===== src/rtl/fetch_pkg.sv =====
// rtl/fetch_pkg.sv - shared constants and state encoding for the fetch sequencer
package fetch_pkg;

  localparam int          INSTR_BYTES      = 4;
  localparam logic [31:0] DEF_RESET_VECTOR = 32'h0000_0000;
  localparam logic [31:0] DEF_EXC_VECTOR   = 32'h8000_0180;

  typedef logic [1:0] fetch_state_t;

  localparam fetch_state_t ST_IDLE    = 2'd0;
  localparam fetch_state_t ST_FETCH   = 2'd1;
  localparam fetch_state_t ST_DELIVER = 2'd2;
  localparam fetch_state_t ST_HALT    = 2'd3;

  function automatic logic is_misaligned(input logic [1:0] low_bits);
    return low_bits != 2'b00;
  endfunction

endpackage


===== src/rtl/next_pc_select.sv =====
// rtl/next_pc_select.sv - next-PC priority mux with word-alignment check
module next_pc_select
  import fetch_pkg::*;
#(
  parameter int                ADDR_W     = 32,
  parameter logic [ADDR_W-1:0] EXC_VECTOR = ADDR_W'(DEF_EXC_VECTOR)
) (
  input  logic              exception,
  input  logic              jump,
  input  logic [ADDR_W-1:0] jump_target,
  input  logic              branch_taken,
  input  logic [ADDR_W-1:0] branch_target,
  input  logic [ADDR_W-1:0] seq_address,
  output logic [ADDR_W-1:0] target,
  output logic              misaligned
);

  always_comb begin
    target = seq_address;
    if (exception) begin
      target = EXC_VECTOR;
    end else if (jump) begin
      target = jump_target;
    end else if (branch_taken) begin
      target = branch_target;
    end
    // only the chosen target matters; a misaligned unused target is harmless
    misaligned = is_misaligned(target[1:0]);
  end

endmodule


===== src/rtl/fetch_sequencer.sv =====
// rtl/fetch_sequencer.sv - PC owner and imem req/ack fetch controller
module fetch_sequencer
  import fetch_pkg::*;
#(
  parameter int                ADDR_W       = 32,
  parameter logic [ADDR_W-1:0] RESET_VECTOR = ADDR_W'(DEF_RESET_VECTOR),
  parameter logic [ADDR_W-1:0] EXC_VECTOR   = ADDR_W'(DEF_EXC_VECTOR),
  parameter int                MAX_WAIT     = 15
) (
  input  logic              clock,
  input  logic              reset,
  input  logic              run,
  input  logic              stall,
  input  logic              branch_taken,
  input  logic [ADDR_W-1:0] branch_target,
  input  logic              jump,
  input  logic [ADDR_W-1:0] jump_target,
  input  logic              exception,
  output logic              imem_req,
  output logic [ADDR_W-1:0] imem_addr,
  input  logic              imem_ack,
  input  logic [ADDR_W-1:0] imem_rdata,
  output logic [ADDR_W-1:0] instr,
  output logic              instr_valid,
  output logic [ADDR_W-1:0] pc,
  output logic [ADDR_W-1:0] next_address,
  output logic              fetch_error
);

  localparam int                CNT_W      = $clog2(MAX_WAIT + 1);
  localparam logic [CNT_W-1:0] WAIT_LIMIT = CNT_W'(MAX_WAIT);

  fetch_state_t      state_q, state_d;
  logic [ADDR_W-1:0] pc_q, pc_d;
  logic [ADDR_W-1:0] instr_q, instr_d;
  logic [CNT_W-1:0]  wait_cnt_q, wait_cnt_d;
  logic              flush_q, flush_d;
  logic              fetch_error_q, fetch_error_d;

  logic [ADDR_W-1:0] sel_target;
  logic              sel_misaligned;
  logic              discard;

  assign next_address = pc_q + ADDR_W'(INSTR_BYTES);

  next_pc_select #(
    .ADDR_W     (ADDR_W),
    .EXC_VECTOR (EXC_VECTOR)
  ) u_next_pc_select (
    .exception     (exception),
    .jump          (jump),
    .jump_target   (jump_target),
    .branch_taken  (branch_taken),
    .branch_target (branch_target),
    .seq_address   (next_address),
    .target        (sel_target),
    .misaligned    (sel_misaligned)
  );

  always_comb begin
    state_d       = state_q;
    pc_d          = pc_q;
    instr_d       = instr_q;
    wait_cnt_d    = wait_cnt_q;
    flush_d       = flush_q;
    fetch_error_d = 1'b0;
    // an exception arriving with the ack poisons that word just like a pending flush
    discard       = flush_q | exception;

    case (state_q)
      ST_IDLE: begin
        if (exception) begin
          pc_d = EXC_VECTOR;
        end
        if (run) begin
          state_d = ST_FETCH;
        end
      end

      ST_FETCH: begin
        if (imem_ack) begin
          wait_cnt_d = '0;
          if (discard) begin
            pc_d    = EXC_VECTOR;
            flush_d = 1'b0;
          end else begin
            instr_d = imem_rdata;
            state_d = ST_DELIVER;
          end
        end else if (wait_cnt_q == WAIT_LIMIT) begin
          state_d       = ST_HALT;
          fetch_error_d = 1'b1;
          flush_d       = 1'b0;
          wait_cnt_d    = '0;
        end else begin
          wait_cnt_d = wait_cnt_q + CNT_W'(1);
          if (exception) begin
            flush_d = 1'b1;
          end
        end
      end

      ST_DELIVER: begin
        if (!stall) begin
          pc_d          = sel_misaligned ? EXC_VECTOR : sel_target;
          fetch_error_d = sel_misaligned;
          state_d       = run ? ST_FETCH : ST_IDLE;
        end else if (exception) begin
          pc_d    = EXC_VECTOR;
          state_d = run ? ST_FETCH : ST_IDLE;
        end
      end

      default: begin
      end
    endcase
  end

  always_ff @(posedge clock or negedge reset) begin
    if (!reset) begin
      state_q       <= ST_IDLE;
      pc_q          <= RESET_VECTOR;
      instr_q       <= '0;
      wait_cnt_q    <= '0;
      flush_q       <= 1'b0;
      fetch_error_q <= 1'b0;
    end else begin
      state_q       <= state_d;
      pc_q          <= pc_d;
      instr_q       <= instr_d;
      wait_cnt_q    <= wait_cnt_d;
      flush_q       <= flush_d;
      fetch_error_q <= fetch_error_d;
    end
  end

  // request and valid follow the state directly so reset drops them asynchronously
  assign imem_req    = (state_q == ST_FETCH);
  assign imem_addr   = pc_q;
  assign instr       = instr_q;
  assign instr_valid = (state_q == ST_DELIVER);
  assign pc          = pc_q;
  assign fetch_error = fetch_error_q;

endmodule


===== config.mk =====
export PLATFORM = sky130hd
export DESIGN_NAME = fetch_sequencer
export DESIGN_NICKNAME = d
export VERILOG_FILES = /design/src/rtl/fetch_pkg.sv /design/src/rtl/next_pc_select.sv /design/src/rtl/fetch_sequencer.sv
export SDC_FILE = /design/constraint.sdc
export NUM_CORES = 1
export LEC_CHECK = 0
export CAP_MARGIN = 30
export CORE_AREA = 2 2 107 109
export DETAILED_ROUTE_END_ITERATION = 10
export DIE_AREA = 0 0 109 111
export PLACE_DENSITY = 0.85
export SETUP_SLACK_MARGIN = 0.4
export SLEW_MARGIN = 20
export SYNTH_ARGS = -nofsm -noshare
export SYNTH_HDL_FRONTEND = slang
export SYNTH_SLANG_ARGS = --single-unit

===== constraint.sdc =====
create_clock -name clock -period 5.1 [get_ports clock]
set_input_delay 0.765 -clock clock [delete_from_list [all_inputs] [get_ports clock]]
set_output_delay 0.765 -clock clock [all_outputs]
set_load 0.05 [all_outputs]

Word level (Yosys, flattened, before mapping)
Index checks and enable logic that the tools add are counted.

Shifts and indexed selects: 0. Div/mod/pow operators: 0. Eq/ne operators: 10. Multiplexer cells: 27. $lt $le $gt $ge: 0. Add/sub/neg operators: 2. $mul: 0. Reduce and logical (&&, ||, !) cells: 8. Bitwise logic cells: 2.

Operator list (number): 32-bit two-way mux (8); 32-bit case mux with 3 select lines (1); 32-bit by 3-bit adder with 32-bit output, second input constant (1); 2-bit two-way mux (6); 3-bit AND reduction (3); 1-bit two-way mux (8); 4-bit two-way mux (2); 2-bit by 1-bit inequality test with 1-bit output, second input constant (3); 3-bit inequality test, second input constant (2); 2-bit case mux with 3 select lines (1); 3-bit nonzero test (2); 5-bit AND reduction (1); 4-bit by 1-bit adder with 4-bit output, second input constant (1); 4-bit == test, second input constant (1); 3-bit by 1-bit inequality test with 1-bit output, second input constant (1); 2-bit by 1-bit == test with 1-bit output, second input constant (1); 2-bit == test, second input constant (1); 2-bit logical NOT (1); 2-bit inequality test, second input constant (1); 1-bit case mux with 2 select lines (1); 2-bit nonzero test (1); 1-bit inverter (1); 1-bit OR (1).

Word-level logic and storage cells: 55. Register bits after elaboration: 72. Memory bits (writable): 0. Bits in latches: 0. ROM bits: 0. Output and inout bits: 131. Memories kept: 0.

Logic depth before layout (Yosys ltp)
Gate-level depths: netlist of run 1.

Word-level depth: 8. Gate-level depth with buffers: 9. Gate-level depth less buffers: 7.

Cells and area by module
Synthesis of run 1 repeated with hierarchy kept, for this count alone.

Cell total of the unflattened synthesis: 430. Area total of the unflattened synthesis: 4733.3 µm².

By module, submodules not included: fetch_sequencer (times used 1, cells each 318, sequential area each 1801.7 µm², area each 3689.8 µm²); next_pc_select (times used 1, cells each 112, sequential area each 0.0 µm², area each 1043.5 µm²).

Worst setup path after synthesis of run 1
OpenSTA, ideal clock, no wires.

Kind: register to output. Start point: reg pc_q[10] (netlist: imem_addr[10]). End point: out next_address[24]. Path slack: 1590 ps. Cell stages (with the launch flop): 7. Data required time: 4335 ps. Arrival time: 2745 ps. Path buffers: 2. Path through: dfrtp_1 buf_4 nand3_2 or2_1 buf_2 or4_4 xnor2_1.

Longest elaborated chain between the ends: 1.

RTL lines: start, declared (line fetch_sequencer.sv:34) `logic [ADDR_W-1:0] pc_q, pc_d;`; start signal, assigned (line fetch_sequencer.sv:129) `pc_q <= pc_d;`; 32-bit by 3-bit adder with 32-bit output (line fetch_sequencer.sv:44) `assign next_address = pc_q + ADDR_W'(INSTR_BYTES);`; end, declared (line fetch_sequencer.sv:26) `output logic [ADDR_W-1:0] next_address,`.

No other way between the ends.

Final worst setup path of run 1
Start point: reg pc_q[6] (netlist: imem_addr[6]). End point: out next_address[21].

Same word-level chain as after synthesis.

==> metrics.csv, run 1 <==
metric,value,unit
status,"finished, final reports clean",
Comb pwr share,20.6,%
Int Power,1109,uW
DRC viols,0,
register area share after synthesis,38.24,%
worst-margin pin slew,0.7858,ns
IO buf count,234,
Routed WL,16460,um
top_reg_cell synth,dfrtp_1,
via count,4861,
crit-path max FO,7,
Final Max Slew Viols,0,
Reg2Reg Depth,7,
Vias/cell,5.794,
Post-CTS Setup Bufs,0,
final worst-path cycle share,79.49,%
H-Tree Depth,3,
initial antenna violation count,0,
row cnt,39,
Initial Util,42.54,%
placed cell area,0.006898,mm2
post-route design area,0.007218,mm2
met2 Usage GRT,46.05,%
TritonCTS clock tree,done,
nets,802,
clock power share,40.7,%
Synth Warn #,0,
Antenna Violating Nets Remaining,0,
vias in the first global route,4771,
LEAKAGE,0.002970,uW
Max VDD drop,0.0001611,V
Worst EP required,4.34,ns
Chip Width,109,um
synth unique cells,63,
Post-synth top cells,"dfrtp_1, buf_4, mux2_2, nand2_1",
Die ar.,0.01210,mm2
share of cells above drive strength 1,10.63,%
Design Power,1543,uW
smallest hold slack,0.3966,ns
"EDFF count, synth",0,
PwrDens,213.7,mW/mm2
Root Driver,clkbuf_16,
crit path kind,reg2out,
"Async S/R FF share, synth",100.0,%
Reg power frac,38.7,%
GR peak layer,met2,
Starting DRT DRC Count,387,
Max Fclk,246.7,MHz
syn_nets,611,
Slew HR,46.26,%
WL/cell,19.62,um
synthesized instance count,501,
CP arrival,3.29,ns
final hold viol count,0,
crit end category,output pin,
GR Layer Usage met1,31.56,%
Sw Share,28.10,%
setup_tns,0,ns
CTS resizes,0,
largest net degree at the start of global routing,73,
RSZ-0062 raised after global routing,false,
core area,0.01108,mm2
reg-to-reg startpoint,state_q[0],
worst reg-to-reg setup slack,2.57,ns
DP HPWL,12340,um
net switching power,433.6,uW
Die Ht,111,um
grt met3 use,5.644,%
Max Root-Sink Buffers,2,
"area leader, netlist",dfrtp_1,
CTS Buf Count,9,
global route total overflow,0,
Synth Cell Area,0.004712,mm2
P&R area growth vs syn,53.19,%
ranking of synthesized cells by area,"dfrtp_1, mux2_2, buf_4, a21oi_1, o21ai_0",
CTS hold repair buffers,0,
DP Worst Slack,1.502,ns
clock skew,0.009428,ns
post-route minimum period,4.054,ns
GPL Wtd Cong,0.8832,
Worst-path clk slew,0.06,ns
global-route wire length before repair,24960,um
Hold Path Class,in2async,
number of diodes,0,
final setup vio count,0,
clk_lat worst skew,0.33,ns
"FF+latch count, synth",72,
# Max-Cap Violations,0,
setup ws final,1.046,ns
1st-pass router iterations,5,
R2R Path End,imem_addr[25],
Startpoint Class,register,
most frequent cell after synthesis,dfrtp_1,
top cell type's share of synthesized area,38.24,%
Total Routing Usage GR,26.46,%
I/O pin total,235,
CTS sink count,72,
Syn Area/Cell,9.405,um2
## state kept, by name, indices dropped and copies added (netlist names)
name and cells:
fetch_error 1, instr 32, flush_q 1, wait_cnt_q 4
imem_addr 32, state_q 2
## power by group through the flow
| stage | combinational (uW) | sequential (uW) | clock, uW |
|---|---|---|---|
| floorplan | 139 | 631 | 0 |
| global placement | 312 | 606 | 0 |
| detailed placement | 314 | 607 | 0 |
| CTS | 316 | 597 | 636 |
| global route | 333 | 599 | 663 |
| finish | 317 | 597 | 628 |
## cell type report
cell class	count	area, um2
tap	143	178.9
timing repair buffer	241	2399
sequential	72	1802
clock buffer	10	239.0
inverter	14	52.55
clock inverter	5	57.56
fill	881	3859
multi-input combinational	354	2490
## cells in the final DEF (no fill, tap or decap), drive strengths merged, types with 6 or more instances in the layout
cell type and count:
o21a 7, nand3 13, dfrtp 72, mux2i 6, nand2b 15, xor2 10
clkbuf 11, o2bb2ai 7, xnor2 13, nor3 12, inv 14, o211ai 8
mux2 33, o31ai 8, nand2 33, nand4 13, nor4 9, clkdlybuf4s50 231
o21ai 25, a22o 7, or2 7, buf 9, nor2 22, a21oi 25
ha 6
## worst max path at each step
stage | from | slack, ns | depth (start not counted) | to
finish | imem_addr[6] | 1.05 | 5 | next_address[21]
global route | imem_addr[6] | 0.98 | 5 | next_address[21]
CTS | imem_addr[6] | 1.11 | 5 | next_address[21]
detailed placement | imem_addr[6] | 1.50 | 5 | next_address[21]
global placement | imem_addr[5] | 1.58 | 5 | next_address[21]
floorplan | imem_addr[10] | 1.59 | 6 | next_address[24]
## per-layer routing
metal | vias up | routed length [um]
met5 | - | 0
met4 | 0 | 395
met3 | 37 | 1544
met2 | 281 | 8264
met1 | 2336 | 6257
li1 | 2207 | -
## critical path: stages (launching register included)
cell	delay, ns
dfrtp_1	0.48
nand4_1	0.34
or4_1	0.71
nor4_2	0.39
xor2_1	0.21
clkdlybuf4s50_1	0.83
## kinds of logic (layout without fill, tap and decap cells)
logic type / after synthesis / after routing / share of synthesized area, %
DFF: 72 / 72 / 38.24
and+or+nand+nor: 149 / 149 / 17.02
xor gates and xnor gates: 23 / 23 / 4.275
adders and majority gates: 6 / 6 / 1.593
buffers and inverters: 75 / 270 / 9.028
AOI/OAI and AO/OA: 137 / 137 / 20.69
muxes: 39 / 39 / 9.161
## through the flow
stage	utilization, %	std cells
finish	65.16	839
floorplan	-	501
global route	65.16	839
CTS	64.95	837
detailed placement	62.27	822
global placement	62.14	821
No activity file was read; power rests on OpenSTA's default activity.
==> inputs of run 2 (changes only) <==
Settings changed: CORE_AREA 2 2 107 109 to 2 2 116 118, DIE_AREA 0 0 109 111 to 0 0 118 120, PLACE_DENSITY 0.85 to 0.77.
Clock period 5.1 ns to 3.7 ns, I/O delays scaled along.
==> run 2 against run 1 <==
Effect of this change:
- combinational power rose by 38%
- via count rose by 1.6%
- highest routed layer unchanged
- clock power rose by 66%
- non-clock buffer count rose by 5
==> metrics.csv, run 2 (same netlist as run 1, synthesis figures left out) <==
metric,value,unit
Hold Path Class,in2async,
clk_lat worst skew,0.34,ns
post-route design area,0.007331,mm2
placed cell area,0.006949,mm2
nets,807,
via count,4939,
Vias/cell,5.625,
Reg2Reg Depth,7,
Routed WL,17240,um
crit-path max FO,10,
LEAKAGE,0.003100,uW
H-Tree Depth,3,
worst-margin pin slew,0.8337,ns
Startpoint Class,register,
crit path kind,reg2out,
1st-pass router iterations,5,
PwrDens,313.0,mW/mm2
crit end category,output pin,
core area,0.01298,mm2
setup_tns,0,ns
Initial Util,36.30,%
number of diodes,0,
vias in the first global route,4982,
post-route minimum period,3.197,ns
final worst-path cycle share,86.39,%
initial antenna violation count,0,
RSZ-0062 raised after global routing,true,
Total Routing Usage GR,24.12,%
status,"finished, final reports clean",
Antenna Violating Nets Remaining,0,
DRC viols,0,
I/O pin total,235,
Root Driver,clkbuf_16,
Starting DRT DRC Count,404,
"commonest non-fill, non-tap cell in the layout",clkdlybuf4s50_1,
global route total overflow,0,
final setup vio count,0,
WL/cell,19.63,um
Worst-path clk slew,0.06,ns
GPL Wtd Cong,0.8588,
Die ar.,0.01416,mm2
P&R area growth vs syn,55.58,%
final hold viol count,0,
global-route wire length before repair,27020,um
DP HPWL,12960,um
Max VDD drop,0.0002489,V
Slew HR,43.54,%
most frequent cells in the layout,"clkdlybuf4s50_1, dfrtp_1, nand2_1, mux2_2",
CTS Buf Count,9,
TritonCTS clock tree,done,
Final Max Slew Viols,0,
CTS sink count,72,
clock skew,0.006909,ns
Chip Width,118,um
Die Ht,120,um
# Max-Cap Violations,0,
IO buf count,234,
largest net degree at the start of global routing,73,
row cnt,42,
Max Fclk,312.8,MHz
CP arrival,2.64,ns
Max Root-Sink Buffers,2,
Worst EP required,3.14,ns
share of cells above drive strength 1,13.82,%
## run 2: changes by cell type in the layout (fill, tap and decap cells not counted), moves of 2 or more
cell / before / now
clkinvlp_4: 3 / 1
dlygate4sd2_1: 0 / 6
xnor2_1: 13 / 11
nor4_1: 8 / 6
bufinv_16: 1 / 3
xnor2_2: 0 / 2
buf_4: 5 / 19
clkbuf_2: 0 / 5
clkdlybuf4s50_1: 231 / 211
## run 2: area by class of cell
class / count / area, um2
Clock buffer: 10 / 239.0
Clock inverter: 6 / 115.1
Fill cell: 1174 / 5649
Inverter: 14 / 52.55
Multi-Input combinational cell: 354 / 2526
Sequential cell: 72 / 1802
Tap cell: 176 / 220.2
Timing Repair Buffer: 246 / 2376
## run 2: per-stage QoR
step | utilization, % | std cells | setup WS, ns | hold slack (ns) | total power, uW
2_1_floorplan | - | 501 | 0.4473 | 0.2594 | 1061
3_3_place_gp | 53.54 | 858 | 0.5194 | 0.4870 | 1268
3_5_place_dp | 53.54 | 858 | 0.4748 | 0.4945 | 1273
5_1_grt | 56.48 | 878 | 0.3661 | 0.2187 | 2371
6_report | 56.48 | 878 | 0.5034 | 0.1775 | 2294
4_1_cts | 56.20 | 874 | 0.3639 | 0.4047 | 2311
## run 2: critical path: stages, from the launching register on
cell             delay, ns
dfrtp_1               0.43
nand3_1               0.46
nor3_1                0.42
or2_2                 0.17
clkdlybuf4s50_1       0.81
## run 2: worst paths after layout
kind | slack (ns) | start | to
worst max-delay path | 0.50 | imem_addr[2] | next_address[9]
worst min-delay path | 0.18 | reset | instr[22]
worst max register to register | 1.16 | state_q[0] | imem_addr[25]
worst min register to register | 0.50 | instr[24] | instr[24]
max in group asynchronous | 2.93 | reset | imem_addr[16]
min in group clock | 0.50 | instr[24] | instr[24]
## run 2: layer usage
metal  track usage (%)  share of wire (%)  vias to the layer above
met1             28.67                 40                     2418
met4             10.39                3.3                        0
met3             5.941                7.4                       44
met2             41.50                 49                      264
li1                  -                  -                     2213
met5                 0                  0                        -
## run 2: power breakdown
part / leakage, uW / switching [uW] / internal [uW] / total (uW)
sequential: 0.000965 / 23.1 / 798 / 822
clock: 0.000169 / 356 / 681 / 1040
combinational: 0.00197 / 245 / 191 / 436
## run 2: what timing repair did
item,4_1_cts,5_1_grt
resized for setup,13,13
endpoints found under the setup margin,12,8
pin swaps,0,1
setup buffers,0,2
hold buffers,0,0
endpoints found under the hold margin,0,0
cloned,0,0
==> inputs of run 3 (changes only) <==
Settings changed: CORE_AREA 2 2 116 118 to 2 2 115 117, CTS_BUF_LIST set to sky130_fd_sc_hd__clkbuf_4, DIE_AREA 0 0 118 120 to 0 0 117 119, PLACE_DENSITY 0.77 to 0.78.
==> run 3 against run 2 <==
Effect of this change:
- critical path depth rose by 1
- cell count increased by 0.11%
- sequential power hardly changed
- count of clock-buffer cells in the layout shrank 1
- fmax hardly changed
- clock skew is 0.018 ns higher
- die area fell by 1.7%
- combinational power about the same
- sequential share of layout area increased by 0.72 points
- via count is 3.3% lower
==> metrics.csv, run 3 (same netlist as run 1, synthesis figures left out) <==
metric,value,unit
status,"finished, final reports clean",
CTS Buf Count,9,
IO buf count,234,
crit-path max FO,8,
final worst-path cycle share,86.47,%
CTS sink count,72,
Chip Width,117,um
Total Routing Usage GR,23.83,%
number of diodes,0,
Int Power,1202,uW
Root Driver,clkbuf_4,
Post-CTS Setup Bufs,0,
Sw Share,33.14,%
Die ar.,0.01392,mm2
crit path kind,reg2out,
Starting DRT DRC Count,324,
DP HPWL,12780,um
core area,0.01287,mm2
Initial Util,36.60,%
# fillers,1163,
final setup vio count,0,
net switching power,595.7,uW
TritonCTS clock tree,done,
row cnt,42,
crit end category,output pin,
via count,4774,
# Max-Cap Violations,0,
CP arrival,2.64,ns
Max VDD drop,0.00009496,V
Final Max Slew Viols,0,
R2R Path End,imem_addr[25],
H-Tree Depth,3,
global-route wire length before repair,25760,um
Worst EP required,3.14,ns
global route total overflow,0,
PwrDens,251.8,mW/mm2
LEAKAGE,0.003027,uW
nets,808,
CTS hold repair buffers,0,
reg-to-reg startpoint,state_q[0],
Comb pwr share,24.1,%
DP Worst Slack,0.5557,ns
post-route design area,0.007141,mm2
Die Ht,119,um
share of cells above drive strength 1,15.22,%
clock skew,0.02519,ns
Design Power,1798,uW
smallest hold slack,0.01898,ns
clk_lat worst skew,0.45,ns
Worst-path clk slew,0.15,ns
setup ws final,0.5005,ns
Reg2Reg Depth,7,
Antenna Violating Nets Remaining,0,
setup_tns,0,ns
WL/cell,19.05,um
DRC viols,0,
initial antenna violation count,0,
worst-margin pin slew,0.6624,ns
vias in the first global route,4875,
"commonest non-fill, non-tap cell in the layout",clkdlybuf4s50_1,
most frequent cells in the layout,"clkdlybuf4s50_1, dfrtp_1, nand2_1, mux2_2",
worst reg-to-reg setup slack,1.18,ns
Routed WL,16750,um
clock power share,30.1,%
post-route minimum period,3.199,ns
I/O pin total,235,
Max Root-Sink Buffers,2,
Reg power frac,45.8,%
Hold Path Class,in2async,
RSZ-0062 raised after global routing,true,
Max Fclk,312.6,MHz
Slew HR,55.75,%
largest net degree at the start of global routing,73,
P&R area growth vs syn,51.54,%
placed cell area,0.006977,mm2
final hold viol count,0,
GPL Wtd Cong,0.8520,
Startpoint Class,register,
1st-pass router iterations,5,
Vias/cell,5.431,
-- run 3: cell count changes in the layout (fill, tap and decap cells not counted), sizes merged --
| cell | change |
|---|---|
| clkbuf | +1 |
| clkdlybuf4s15 | +1 |
| inv | +2 |
| clkdlybuf4s50 | -2 |
| dlygate4sd2 | -2 |
| dlymetal6s2s | +1 |
| clkdlybuf4s18 | +1 |
| clkinv | +1 |
| bufinv | -2 |
-- run 3: area by class of cell --
type,count,area (um2),area share [%]
multi-input cells,354,2527,35.40
clock inverters,7,77.57,1.086
flip-flops and latches,72,1807,25.30
repair buffers,247,2389,33.45
clock buffers,9,67.56,0.9462
inverters,14,52.55,0.7359
well taps,176,220.2,3.084
-- run 3: worst max path at each step --
| stage | slack [ns] | from | cells after the start | end |
|---|---|---|---|---|
| floorplan | 0.45 | imem_addr[5] | 4 | next_address[21] |
| global placement | 0.57 | imem_addr[10] | 5 | next_address[25] |
| detailed placement | 0.56 | imem_addr[2] | 6 | next_address[24] |
| CTS | 0.31 | imem_addr[2] | 6 | next_address[24] |
| global route | 0.37 | imem_addr[12] | 5 | next_address[25] |
| finish | 0.50 | imem_addr[12] | 5 | next_address[25] |
-- run 3: power groups by stage --
stage          registers [uW]  logic [uW]  clock network (uW)
2_1_floorplan             869         192                   0
3_3_place_gp              835         434                   0
3_5_place_dp              837         435                   0
4_1_cts                   822         433                 549
5_1_grt                   827         458                 593
6_report                  823         434                 541
-- run 3: per-stage QoR --
step,std cells,util [%]
after floorplan,501,-
after global placement,861,54.19
after detailed placement,861,54.19
after CTS,877,55.24
after global routing,879,55.46
final,879,55.46
-- run 3: critical path: stages (launching register included) --
cell and delay [ns]:
dfrtp_1 0.49, nand3_2 0.18, or2_1 0.38, nor4_1 0.56, xnor2_1 0.19, clkdlybuf4s15_2 0.40
-- run 3: per-layer routing --
metal,vias up,GRT usage (%),wire (um)
met5,-,0,0
met3,31,5.649,1362
met4,0,8.015,404
met1,2297,30.05,6875
li1,2212,-,-
met2,234,39.74,8106
-- run 3: what timing repair did --
| action | CTS | global route |
|---|---|---|
| hold endpoints to repair | 0 | 0 |
| setup endpoints to repair | 16 | 14 |
| gates resized for setup | 24 | 26 |
